<file path="config.mk">
export PLATFORM = sky130hd
export DESIGN_NAME = muldiv_ctrl_flat
export DESIGN_NICKNAME = d
export VERILOG_FILES = /design/src/rtl/muldiv_if.sv /design/src/rtl/muldiv_ctrl.sv /design/src/flat_wrapper.sv
export SDC_FILE = /design/constraint.sdc
export NUM_CORES = 1
export LEC_CHECK = 0
export CAP_MARGIN = 20
export CORE_AREA = 2 2 105 107
export DETAILED_ROUTE_END_ITERATION = 10
export DIE_AREA = 0 0 107 109
export GPL_TIMING_DRIVEN = 0
export PLACE_DENSITY = 0.95
export SLEW_MARGIN = 20
export SYNTH_ARGS = -nofsm -noshare
export SYNTH_HDL_FRONTEND = slang
export SYNTH_SLANG_ARGS = --single-unit
</file>
<file path="constraint.sdc">
create_clock -name clk -period 5.75 [get_ports clk]
set_input_delay 1.4375 -clock clk [delete_from_list [all_inputs] [get_ports clk]]
set_output_delay 1.4375 -clock clk [all_outputs]
set_load 0.05 [all_outputs]
</file>
<file path="src/rtl/muldiv_if.sv">
// muldiv_if: EXE-stage controls, operands, multiplier/divider handshake
// and HI/LO results for muldiv_ctrl. master = driver side, slave = muldiv_ctrl.
interface muldiv_if;
  logic        EXE_new;
  logic        EXE_MULT;
  logic        EXE_DIV;
  logic        EXE_MTHI;
  logic        EXE_MTLO;
  logic        EXE_unsigned;
  logic [31:0] vsrc1;
  logic [31:0] vsrc2;
  logic        flush;
  logic [63:0] mul_result;
  logic        div_complete;
  logic [31:0] div_q;
  logic [31:0] div_r;
  logic        div_start;
  logic        div_signed;
  logic        div_abort;
  logic        muldiv_stall;
  logic        busy;
  logic [31:0] HI;
  logic [31:0] LO;

  modport master (
    output EXE_new, EXE_MULT, EXE_DIV, EXE_MTHI, EXE_MTLO,
    output EXE_unsigned, vsrc1, vsrc2, flush,
    output mul_result, div_complete, div_q, div_r,
    input  div_start, div_signed, div_abort,
    input  muldiv_stall, busy, HI, LO
  );

  modport slave (
    input  EXE_new, EXE_MULT, EXE_DIV, EXE_MTHI, EXE_MTLO,
    input  EXE_unsigned, vsrc1, vsrc2, flush,
    input  mul_result, div_complete, div_q, div_r,
    output div_start, div_signed, div_abort,
    output muldiv_stall, busy, HI, LO
  );
endinterface

</file>
<file path="src/rtl/muldiv_ctrl.sv">
// muldiv_ctrl: HI/LO owner sequencing MULT (fixed latency MUL_LAT), DIV
// (div_start/div_complete handshake), MTHI/MTLO; stalls EXE while busy.
// Ports: clk, resetn (sync, active-low), bus (muldiv_if.slave).
// Option: MULDIV_DIVZERO_BYPASS_EN skips the divider when divisor is 0.
module muldiv_ctrl #(
  parameter int MUL_LAT = 2
) (
  input logic    clk,
  input logic    resetn,
  muldiv_if.slave bus
);

  localparam logic [1:0] IDLE = 2'd0;
  localparam logic [1:0] MUL  = 2'd1;
  localparam logic [1:0] DIV  = 2'd2;

  logic [1:0]  state, state_n;
  logic [2:0]  cnt, cnt_n;
  logic [31:0] hi, hi_n;
  logic [31:0] lo, lo_n;
  logic        sgn, sgn_n;

  logic idle, acc;
  logic mul_acc, div_acc, div_go;
  logic mthi_acc, mtlo_acc;
  logic mul_run, div_run;

  assign idle = (state == IDLE);
  assign acc  = resetn & idle & bus.EXE_new & ~bus.flush;

  // decode priority: MULT, DIV, MTHI, MTLO
  assign mul_acc  = acc & bus.EXE_MULT;
  assign div_acc  = acc & ~bus.EXE_MULT & bus.EXE_DIV;
  assign mthi_acc = acc & ~bus.EXE_MULT & ~bus.EXE_DIV
                  & bus.EXE_MTHI;
  assign mtlo_acc = acc & ~bus.EXE_MULT & ~bus.EXE_DIV
                  & ~bus.EXE_MTHI & bus.EXE_MTLO;

`ifdef MULDIV_DIVZERO_BYPASS_EN
  // zero divisor: stall the accept cycle only, never start the divider
  assign div_go = div_acc & (bus.vsrc2 != 32'd0);
`else
  assign div_go = div_acc;
`endif

  assign mul_run = (state == MUL) & (cnt != 3'd0);
  assign div_run = (state == DIV) & ~bus.div_complete;

  assign bus.muldiv_stall = resetn & ~bus.flush
                          & (mul_acc | div_acc | mul_run | div_run);
  assign bus.busy       = resetn & ~idle;
  assign bus.div_start  = div_go;
  assign bus.div_abort  = resetn & bus.flush & (state == DIV);
  assign bus.div_signed = sgn;
  assign bus.HI         = hi;
  assign bus.LO         = lo;

  always_comb begin
    state_n = state;
    cnt_n   = cnt;
    hi_n    = hi;
    lo_n    = lo;
    sgn_n   = sgn;
    if (bus.flush) begin
      state_n = IDLE;
    end else begin
      unique case (state)
        IDLE: begin
          if (mul_acc) begin
            state_n = MUL;
            cnt_n   = 3'(MUL_LAT - 1);
          end else if (div_go) begin
            state_n = DIV;
            sgn_n   = ~bus.EXE_unsigned;
          end else if (mthi_acc) begin
            hi_n = bus.vsrc1;
          end else if (mtlo_acc) begin
            lo_n = bus.vsrc1;
          end
        end
        MUL: begin
          if (cnt == 3'd0) begin
            hi_n    = bus.mul_result[63:32];
            lo_n    = bus.mul_result[31:0];
            state_n = IDLE;
          end else begin
            cnt_n = cnt - 3'd1;
          end
        end
        DIV: begin
          if (bus.div_complete) begin
            hi_n    = bus.div_r;
            lo_n    = bus.div_q;
            state_n = IDLE;
          end
        end
        default: state_n = IDLE;
      endcase
    end
  end

  always_ff @(posedge clk) begin
    if (!resetn) begin
      state <= IDLE;
      cnt   <= 3'd0;
      hi    <= 32'd0;
      lo    <= 32'd0;
      sgn   <= 1'b0;
    end else begin
      state <= state_n;
      cnt   <= cnt_n;
      hi    <= hi_n;
      lo    <= lo_n;
      sgn   <= sgn_n;
    end
  end

endmodule

</file>
<file path="src/flat_wrapper.sv">
// flat-port wrapper written by rule: the top's interface ports become plain ports
module muldiv_ctrl_flat 
#(
  parameter int MUL_LAT = 2
)
  (clk, resetn, bus_EXE_new, bus_EXE_MULT, bus_EXE_DIV, bus_EXE_MTHI, bus_EXE_MTLO, bus_EXE_unsigned, bus_vsrc1, bus_vsrc2, bus_flush, bus_mul_result, bus_div_complete, bus_div_q, bus_div_r, bus_div_start, bus_div_signed, bus_div_abort, bus_muldiv_stall, bus_busy, bus_HI, bus_LO);
  muldiv_if bus_i ();
  input logic clk;
  input logic resetn;
  input wire logic [$bits(bus_i.EXE_new)-1:0] bus_EXE_new;
  input wire logic [$bits(bus_i.EXE_MULT)-1:0] bus_EXE_MULT;
  input wire logic [$bits(bus_i.EXE_DIV)-1:0] bus_EXE_DIV;
  input wire logic [$bits(bus_i.EXE_MTHI)-1:0] bus_EXE_MTHI;
  input wire logic [$bits(bus_i.EXE_MTLO)-1:0] bus_EXE_MTLO;
  input wire logic [$bits(bus_i.EXE_unsigned)-1:0] bus_EXE_unsigned;
  input wire logic [$bits(bus_i.vsrc1)-1:0] bus_vsrc1;
  input wire logic [$bits(bus_i.vsrc2)-1:0] bus_vsrc2;
  input wire logic [$bits(bus_i.flush)-1:0] bus_flush;
  input wire logic [$bits(bus_i.mul_result)-1:0] bus_mul_result;
  input wire logic [$bits(bus_i.div_complete)-1:0] bus_div_complete;
  input wire logic [$bits(bus_i.div_q)-1:0] bus_div_q;
  input wire logic [$bits(bus_i.div_r)-1:0] bus_div_r;
  output wire logic [$bits(bus_i.div_start)-1:0] bus_div_start;
  output wire logic [$bits(bus_i.div_signed)-1:0] bus_div_signed;
  output wire logic [$bits(bus_i.div_abort)-1:0] bus_div_abort;
  output wire logic [$bits(bus_i.muldiv_stall)-1:0] bus_muldiv_stall;
  output wire logic [$bits(bus_i.busy)-1:0] bus_busy;
  output wire logic [$bits(bus_i.HI)-1:0] bus_HI;
  output wire logic [$bits(bus_i.LO)-1:0] bus_LO;
  assign bus_i.EXE_new = bus_EXE_new;
  assign bus_i.EXE_MULT = bus_EXE_MULT;
  assign bus_i.EXE_DIV = bus_EXE_DIV;
  assign bus_i.EXE_MTHI = bus_EXE_MTHI;
  assign bus_i.EXE_MTLO = bus_EXE_MTLO;
  assign bus_i.EXE_unsigned = bus_EXE_unsigned;
  assign bus_i.vsrc1 = bus_vsrc1;
  assign bus_i.vsrc2 = bus_vsrc2;
  assign bus_i.flush = bus_flush;
  assign bus_i.mul_result = bus_mul_result;
  assign bus_i.div_complete = bus_div_complete;
  assign bus_i.div_q = bus_div_q;
  assign bus_i.div_r = bus_div_r;
  assign bus_div_start = bus_i.div_start;
  assign bus_div_signed = bus_i.div_signed;
  assign bus_div_abort = bus_i.div_abort;
  assign bus_muldiv_stall = bus_i.muldiv_stall;
  assign bus_busy = bus_i.busy;
  assign bus_HI = bus_i.HI;
  assign bus_LO = bus_i.LO;
  muldiv_ctrl #(.MUL_LAT(MUL_LAT)) u_core (.clk(clk), .resetn(resetn), .bus(bus_i));
endmodule
</file>
Yosys cells after proc, flatten, opt, wreduce, memory -nomap -nowiden:

Index checks and enable logic that the tools add are counted.

* equal/unequal tests: 12
* add/sub/neg operators: 1
* bitwise operators: 29
* mux-type cells: 21
* reduce and logical (&&, ||, !) cells: 11

Operators by type and width (number)
* $mux 32: 11
* $pmux 32 s3: 2
* $ne 2x2->1 const B: 9
* $and 1x1->1: 17
* $not 1->1: 9
* $mux 2: 4
* $reduce_and 4->1: 2
* $reduce_and 8->1: 1
* $reduce_and 7->1: 1
* $mux 3: 2
* $pmux 2 s3: 1
* $pmux 3 s2: 1
* $reduce_bool 3->1: 2
* $logic_not 3->1: 1
* $ne 3x3->1 const B: 1
* $or 1x1->1: 3
* $reduce_and 3->1: 1
* $sub 3x1->3 const B: 1
* $eq 2x1->1 const B: 1
* $eq 2x2->1 const B: 1
* $logic_not 2->1: 1
* $reduce_bool 2->1: 1
* $reduce_or 2->1: 1

* flip-flop bits (word level): 70
* word-level logic and storage cells: 79
* input bits: 202
* output and inout bits: 69

Longest topological paths before layout:

* depth in word-level cells: 13
* mapped depth: 9
* gate-level depth less buffers: 6

Worst setup path before layout:

OpenSTA, ideal clock, no wires.

* path type: input-to-output
* start: in resetn
* end: out bus_busy
* data arrival time: 2.998 ns
* path buffers: 3
* data required time: 4.313 ns
* slack: 1.315 ns
* stages: 4
* path through: clkbuf_1 -> clkbuf_1 -> clkbuf_1 -> nor2b_1

* cells in the longest elaborated chain, start to end: 1

Ends and longest elaborated chain
* start: declaration: line flat_wrapper.sv:9 `input logic resetn;`
* $and 1x1->1: line muldiv_ctrl.sv:51 `assign bus.busy = resetn & ~idle;`
* end: declaration: line flat_wrapper.sv:27 `output wire logic [$bits(bus_i.busy)-1:0] bus_busy;`

Every way passes these cells.

Worst setup path after layout:

Ends and elaborated chain as after synthesis.

==> qor.csv <==
stage,metric,value,unit
sta,finClkSkew,0.0147,ns
die,io_pins,271,
sta,slew_headroom,0.530,
cts,cts.path.max_buffers,2,
sta,fin_crit_sh,0.965,
sta,hold_viol,0,
cells_and_area,num-nets-final,957,
die,start_util,0.390,
sta,grt_setup_unrepaired,false,
logic_synthesis,synth_edf_count,0,
cells_and_area,drive_above_1_share,0.0305,
power_and_ir_drop,ir_drop,0.0000874,V
cts,cts_sinks,70,
logic_synthesis,synth_nets,708,
sta,min_period,5.55,ns
worst_setup_path,crit_type,primary input to output port,
die,rows,38,
global_route,grt_pass1_vias,4941,
job,cap_violations,0,
worst_setup_path,cp_data_arrival_time,4.11,ns
detailed_routing,ant_nets,0,
cts,insertion_delay,0.33,ns
detailed_routing,wire_per_inst,18.2,microns
cts,cts_root_buf,clkbuf_8,
global_route,grt_usage,0.274,
die,core,10600,sq um
sta,slew_violations,0,
sta,fin_ws,0.199,ns
logic_synthesis,ys_seq_area_frac,0.339,
logic_synthesis,avgSynthCellArea,8.27,sq um
worst_setup_path,crit_path_max_fanout,10,
detailed_routing,drt_wl_total,16200,microns
power_and_ir_drop,p_leak,0.00264,uW
global_route,grt_pass1_wl,24700,microns
logic_synthesis,syn_area,4130,sq um
global_route,antenna_found_initial,0,
place,gp_congestion,0.835,
logic_synthesis,synth-async-reset-ratio,0,
worst_setup_path,cp-start-kind,primary input,
cts,tritoncts,done,
sta,max_freq,180,MHz
logic_synthesis,ys.flop_type,dfxtp_1,
detailed_routing,via_per_inst,5.45,
cts,path_clk_slew,0.08,ns
cells_and_area,final_common_cell,clkdlybuf4s50_1,
cells_and_area,fillCellCount,879,
global_route,grt.overflow.total,0,
power_and_ir_drop,pwr_density_cell,166,nW/um^2
logic_synthesis,synth_top_area_share,0.339,
cts,htree_levels,3,
logic_synthesis,ys_warn_count,0,
detailed_routing,drc_errors,0,
cells_and_area,final_cell_mix,"clkdlybuf4s50_1, nand2_1, dfxtp_1",
logic_synthesis,yosys.area.top_type,dfxtp_1,
cts,holdBufCountCts,0,
place,dpl.hpwl,12600,microns
die,die_x,107,microns
logic_synthesis,synth_cell_types,35,
cells_and_area,n_antenna_cell,0,
detailed_routing,vias,4872,
cts,cts_made_buffers,9,
logic_synthesis,ys_top_cells_by_area,"dfxtp_1, mux2i_1, nand2_1",
die,die_area,11700,sq um
place,dp_slack,0.0277,ns
outcome,status,finished clean,
worst_setup_path,end_kind,output port,
die,fp.dieH,109,microns
place,placement.io_buffers,238,
detailed_routing,dr.pass1.iters,5,
detailed_routing,initialDrtViolationCount,280,
sta,setup-violations-final,0,
worst_setup_path,required,4.31,ns
cells_and_area,final_cell_area,6860,sq um
hold_path,hp-class,flop to flop,
place,postPlaceCellArea,6690,sq um
logic_synthesis,synthCells,500,
logic_synthesis,synth_seq_cells,70,
global_route,grt_max_degree,12,
cells_and_area,area_growth,66.0,%
sta,tightest_slew,0.704,ns
power by group:
group          internal (uW)  total (uW)  leakage (uW)  switching [uW]
registers                492         496      0.000565            4.20
clock network            167         356     0.0000861             189
logic                    155         287       0.00199             132
total                    814        1140       0.00264             326
cell type report:
class | instances | area, sq um | area share
Inverter | 6 | 22.5 | 0.00328
Tap cell | 140 | 175 | 0.0255
Clock inverter | 4 | 22.5 | 0.00328
Multi-Input combinational cell | 372 | 2450 | 0.358
Clock buffer | 12 | 145 | 0.0212
Timing Repair Buffer | 238 | 2380 | 0.347
Sequential cell | 70 | 1400 | 0.204
Buffer | 52 | 256 | 0.0374
layer usage:
metal / part of all wire / routed length [microns] / global-route usage / up-vias
li1: - / - / - / 2330
met1: 0.40 / 6460 / 0.324 / 2284
met2: 0.50 / 8080 / 0.477 / 219
met3: 0.075 / 1210 / 0.0598 / 39
met4: 0.030 / 487 / 0.122 / 0
met5: 0 / 0 / 0 / -
metrics by stage:
stage / std cells / setup TNS, ns / hold slack (ns) / util / power, uW
after detailed placement: 878 / 0 / 0.451 / 0.631 / 792
after floorplan: 500 / 0 / 0.464 / - / 622
after global routing: 894 / 0 / 0.482 / 0.647 / 1180
after CTS: 894 / 0 / 0.462 / 0.647 / 1150
after global placement: 878 / -0.0252 / 0.444 / 0.631 / 787
final: 894 / 0 / 0.459 / 0.647 / 1140
synthesized netlist by cell type, types with 2 or more instances:
cell      number
and3b_1        2
clkbuf_1      38
nor2_1         2
nor2b_1        2
buf_12         3
o22ai_1        2
a21oi_1        6
ha_1           6
mux2i_1       64
buf_2          3
nand2b_1       2
o21ai_0        3
or3_1          2
o211ai_1      64
a22oi_1       66
inv_1          6
buf_1          7
dfxtp_1       70
nand2_1      133
a211oi_1       2
nand3_1        3
repair_timing:
action | CTS | global route
gates resized for setup | 0 | 2
setup buffers | 0 | 0
setup endpoints to repair | 0 | 1
final timing paths:
| check | startpoint | end | slack, ns | depth (start not counted) |
|---|---|---|---|---|
| worst max register to register | u_core.state[1]$_SDFFE_PN0P_ | u_core.bus.HI[30]$_SDFFE_PN0P_ | 3.25 | 9 |
| worst min register to register | u_core.bus.HI[16]$_SDFFE_PN0P_ | u_core.bus.HI[16]$_SDFFE_PN0P_ | 0.46 | 2 |
| worst min-delay path | u_core.bus.HI[16]$_SDFFE_PN0P_ | u_core.bus.HI[16]$_SDFFE_PN0P_ | 0.46 | 2 |
| worst max-delay path | resetn | bus_busy | 0.20 | 6 |
registers in the layout (all words and copies together) (netlist names):
register,flops
u_core.cnt,3
u_core.bus.div_signed,1
u_core.state,2
u_core.bus.HI,32
u_core.bus.LO,32
critical path, stage by stage:
cell,delay [ns]
clkdlybuf4s50_1,0.51
clkbuf_2,0.30
clkbuf_1,0.42
clkbuf_1,0.45
nor2b_1,0.19
clkdlybuf4s50_1,0.81
cell families (layout without fill, tap and decap cells):
family,after synthesis,after routing,share of synthesized area
AND/OR/NAND/NOR,153,153,0.155
AO/OA/AOI/OAI,149,149,0.266
multiplexers,64,64,0.155
buffers and inverters,58,312,0.0672
flip-flops,70,70,0.339
adder cells (fa/ha/maj),6,6,0.0182
(Power assumes the default switching activity.)
==> RTL edit 1: new RTL, same flow settings <==
Add a define of `MULDIV_DIVZERO_BYPASS_EN`.
--- a/src/rtl/muldiv_ctrl.sv
+++ b/src/rtl/muldiv_ctrl.sv
@@ -2,6 +2,8 @@
 // (div_start/div_complete handshake), MTHI/MTLO; stalls EXE while busy.
 // Ports: clk, resetn (sync, active-low), bus (muldiv_if.slave).
 // Option: MULDIV_DIVZERO_BYPASS_EN skips the divider when divisor is 0.
+`define MULDIV_DIVZERO_BYPASS_EN
+
 module muldiv_ctrl #(
   parameter int MUL_LAT = 2
 ) (
Formal check against the unedited RTL: not equivalent (Yosys sat finds a counterexample within 4 cycles, from zero or initial values and one cycle with resetn low).
==> RTL edit 1 against the original RTL <==
Sequential cell count unchanged; total power grew 6.1%; synthesized area up 1.5%; routed wire length is 8.3% higher; final area up 5.6%; hold slack better by 0.00095 ns; non-clock buffer count grew 33; worst setup slack gained 0.14 ns; via count up 3.0%.
==> RTL edit 1: results (changes against the original RTL) <==
* Crit-path max FO at 10 (unchanged)
* # placed instances at 853 (was 878)
* Post-Synth Adder-Cell Area at 1.79% (was 1.82%)
* Pwr Total at 1.21 mW (was 1.14 mW)
* Clock transition at the registers of the reported paths at 0.08 ns (about the same)
* H-tree lvl count at 3 (unchanged)
* Post-Syn Nets at 651 (was 708)
* Sequential fraction of the synthesis area at 33.4% (was 33.9%)
* Relative slew slack at 54.4% (was 53.0%)
* Yosys Warn Count at 0 (unchanged)
* Max Buffers Root-to-Sink at 2 (unchanged)
* Final net count at 932 (was 957)
* DP Wirelength at 13.9 mm (was 12.6 mm)
* ANT cells at 0 (unchanged)
* Worst setup startpoint: resetn (unchanged)
* Reg2Reg Capture Point: u_core.bus.LO[6] (was u_core.bus.HI[30])
* Clock-net power at 0.364 mW (was 0.356 mW)
* Mux contribution to synthesized area at 15.8% (was 15.5%)
* Fraction of layout cells with a size suffix above 1 at 4.40% (was 3.05%)
* CP Data Arrival Time at 3.98 ns (was 4.11 ns)
* Combinational Power at 0.346 mW (was 0.287 mW)
* Synth cell count leaders: dfxtp_1 (70), nand2_1 (69), mux2i_1 (66) (was nand2_1 (133), dfxtp_1 (70), a22oi_1 (66))
* Compound-Gate Fraction of Synth Area at 30.5% (was 26.6%)
* VDD IR max at 0.0979 mV (was 0.0874 mV)
* DR vias at 5018 (was 4872)
* Fin cells at 867 (was 894)
* P_sw at 0.337 mW (was 0.326 mW)
* Xor and xnor area share after synthesis at 0% (unchanged)
* Flop-to-flop setup slack at 3.27 ns (was 3.25 ns)
* Hold WC Path Type: register to register (unchanged)
* Yosys cell types at 37 (was 35)
* Worst r2r src: u_core.state[0] (was u_core.state[1])
* Async S/R FF share, synth at 0% (unchanged)
* CTS Buf Count at 9 (unchanged)
* Main combinational cell family by area after synthesis: compound AO/OA/AOI/OAI gates (unchanged)
* Drt pass-1 iters at 6 (was 5)
* Cts repair resizes at 0 (unchanged)
* Setup Skew at 0.00796 ns (was 0.0147 ns)
* Avg Inst Size Synth at 9.47 um2 (was 8.27 um2)
* DR WL/cell at 20.3 um (was 18.2 um)
* Top cells by area, synth: dfxtp_1 (33%), mux2i_1 (16%), a221o_1 (15%) (was dfxtp_1 (34%), mux2i_1 (15%), nand2_1 (12%))
* Filler cells at 841 (was 879)
* Critical Path Sink: bus_busy (unchanged)
* Worst skew pair latency at 0.33 ns (about the same)
* Hold wc startpoint: u_core.bus.HI[12] (was u_core.bus.HI[16])
* Buffers on Ports at 270 (was 238)
* Final Hold Fails at 0 (unchanged)
* Post-CTS Setup Bufs at 0 (unchanged)
* Overall Global Routing Usage at 29.5% (was 27.4%)
* CTS root buf: clkbuf_8 (unchanged)
* Status: finished, final reports clean (unchanged)
* First-pass GRT wire length at 26.7 mm (was 24.7 mm)
* Initial DRC Count at 308 (was 280)
* Vias in the first global route at 5244 (was 4941)
* Initial antenna violation count at 0 (unchanged)
* GP Congestion at 0.908 (was 0.835)
* LEAKAGE at 2.93 nW (was 2.64 nW)
* Worst R2R Path Depth at 8 (was 9)
* Largest net degree at the start of global routing at 11 (was 12)
[RTL edit 1: changes by cell type in the layout (fill, tap and decap cells not counted), moves of 4 or more]
cell	unedited run	this run
nand2_1	133	69
clkdlybuf4s50_1	238	270
a22oi_1	66	0
nor4_1	0	8
clkbuf_1	39	35
a21oi_1	6	2
a221o_1	0	64
buf_2	3	7
[RTL edit 1: final cells by class]
cell class / instances / area share (%)
timing repair buffer: 270 / 37.3
tap: 140 / 2.42
sequential: 70 / 19.3
clock inverter: 1 / 0.0691
buffer: 53 / 3.95
multi-input combinational: 313 / 34.2
clock buffer: 13 / 2.33
inverter: 7 / 0.363
[RTL edit 1: worst min path at each step]
stage	end	slack, ns	cells after the start
5_1_grt	u_core.bus.HI[12]	0.48	2
3_3_place_gp	u_core.bus.LO[21]	0.44	2
6_report	u_core.bus.HI[12]	0.46	2
3_5_place_dp	u_core.bus.HI[12]	0.45	2
2_1_floorplan	u_core.cnt[0]	0.44	1
4_1_cts	u_core.bus.HI[12]	0.46	2
[RTL edit 1: layer usage]
metal | routed length, um | vias up | global-route usage (%)
li1 | - | 2302 | -
met1 | 6860 | 2434 | 33.0
met2 | 9060 | 252 | 54.1
met3 | 1330 | 30 | 6.99
met4 | 340 | 0 | 11.1
met5 | 0 | - | 0
[RTL edit 1: critical path, cell delays in order]
cell,delay [ns]
clkdlybuf4s50_1,0.59
buf_2,0.26
buf_2,0.29
clkbuf_1,0.38
nor2b_1,0.20
clkdlybuf4s50_1,0.81
[RTL edit 1: through the flow]
| step | cell area, um2 | worst slack [ns] |
|---|---|---|
| after floorplan | 4190 | 1.52 |
| after global placement | 7070 | 0.360 |
| after detailed placement | 7070 | 0.349 |
| after CTS | 7250 | 0.340 |
| after global routing | 7250 | 0.200 |
| final | 7250 | 0.336 |
==> RTL edit 2: new RTL, same flow settings <==
Made on the original files. Reset style: asynchronous (`resetn`), changed in one clocked block.
--- a/src/rtl/muldiv_ctrl.sv
+++ b/src/rtl/muldiv_ctrl.sv
@@ -99,7 +99,7 @@
     end
   end
 
-  always_ff @(posedge clk) begin
+  always_ff @(posedge clk or negedge resetn) begin
     if (!resetn) begin
       state <= IDLE;
       cnt   <= 3'd0;
Formal check against the unedited RTL: differs if resetn is asserted again (counterexample within 4 cycles, from zero or initial values and one cycle with resetn low); with resetn held inactive, the same outputs for 4 cycles.
==> RTL edit 2 against the original RTL <==
Final area is 2.1% higher; routed wire length fell by 4.2%; final cell count fell by 13%; non-clock buffer count down 18; sequential cell count stayed put; synthesized area grew 2.6%; worst setup slack better by 0.42 ns; highest routed layer unchanged.
Power is not compared: it rests on default switching activity, and its combinational part moved more than twofold at a synthesized area within 25%.
==> RTL edit 2: results (changes against the original RTL) <==
* DP Worst Slack at 0.569 ns (was 0.0277 ns)
* Flop-to-flop setup slack at 3.47 ns (was 3.25 ns)
* Relative slew slack at 55.0% (was 53.0%)
* Post-Synth Adder-Cell Area at 1.77% (was 1.82%)
* Post-Syn Instances at 385 (was 500)
* Vias in the first global route at 4558 (was 4941)
* Routed wire length at 15.6 mm (was 16.2 mm)
* Fin cells at 780 (was 894)
* Max Fclk at 0.195 GHz (was 0.180 GHz)
* Worst skew pair latency at 0.35 ns (was 0.33 ns)
* Synth cell count leaders: dfrtp_1 (70), a21oi_1 (66), a22oi_1 (64) (was nand2_1 (133), dfxtp_1 (70), a22oi_1 (66))
* Final net count at 843 (was 957)
* Mux contribution to synthesized area at 22.8% (was 15.5%)
* CP max stage delay at 0.90 ns (was 0.81 ns)
* DP Wirelength at 12.1 mm (was 12.6 mm)
* DR vias at 4276 (was 4872)
* Highest metal used: met4 (unchanged)
* GP Congestion at 0.841 (was 0.835)
* Met3 WL post-DR at 1.03 mm (was 1.21 mm)
* Initial DRC Count at 284 (was 280)
* First-pass GRT wire length at 23.0 mm (was 24.7 mm)
* Largest net degree at the start of global routing at 45 (was 12)
* Yosys cell types at 36 (was 35)
* Max Buffers Root-to-Sink at 2 (unchanged)
* Placed Area at 6820 um2 (was 6690 um2)
* Status: finished, final reports clean (unchanged)
* CP Data Arrival Time at 3.69 ns (was 4.11 ns)
* Met2 usage at 48.4% (was 47.7%)
* Fraction of layout cells with a size suffix above 1 at 15.6% (was 3.05%)
* Post-Syn Nets at 593 (was 708)
* Top cells by area, synth: dfrtp_1 (41%), mux2_4 (21%), a22oi_1 (11%) (was dfxtp_1 (34%), mux2i_1 (15%), nand2_1 (12%))
* Async S/R FF share, synth at 100% (was 0%)
* Crit-path max FO at 44 (was 10)
* Yosys Warn Count at 0 (unchanged)
* Metal2 WL at 8.28 mm (was 8.08 mm)
* GRT met1 Usage at 28.4% (was 32.4%)
* Setup Skew at 0.0133 ns (was 0.0147 ns)
* Sequential fraction of the synthesis area at 41.3% (was 33.9%)
* Post-CTS Setup Bufs at 0 (unchanged)
* # placed instances at 764 (was 878)
* Overall Global Routing Usage at 26.0% (was 27.4%)
* LEAKAGE at 2.97 nW
* M1 WL at 5.84 mm (was 6.46 mm)
* Hold slack at 0.512 ns (was 0.459 ns)
* Sw Ratio at 45.6%
* Xor and xnor area share after synthesis at 0% (unchanged)
* Compound-Gate Fraction of Synth Area at 21.8% (was 26.6%)
[RTL edit 2: changes by cell type in the layout (fill, tap and decap cells not counted), moves of 24 or more]
cell      before  now
nand2_1      133    3
dfrtp_1        0   70
dfxtp_1       70    0
o211ai_1      64    0
mux2i_1       64    2
a21oi_1        6   66
mux2_4         0   60
nor2_1         2   35
clkbuf_1      39   15
[RTL edit 2: final cells by class]
class,instances,area (um2)
inverters,8,30.0
plain buffers,33,180
repair buffers,239,2400
multi-input cells,274,2280
clock buffers,13,169
flip-flops and latches,70,1750
well taps,140,175
clock inverters,3,17.5
fillers,791,3600
[RTL edit 2: path summary, 6_finish.rpt]
path / start / to / cells after the start
min in group asynchronous: resetn / u_core.bus.HI[11] / 1
max in group asynchronous: resetn / u_core.bus.LO[29] / 2
worst max register to register: u_core.state[0] / u_core.bus.LO[7] / 7
worst max-delay path: resetn / bus_div_start / 5
worst min-delay path: u_core.bus.HI[10] / u_core.bus.HI[10] / 1
worst min register to register: u_core.bus.HI[10] / u_core.bus.HI[10] / 1
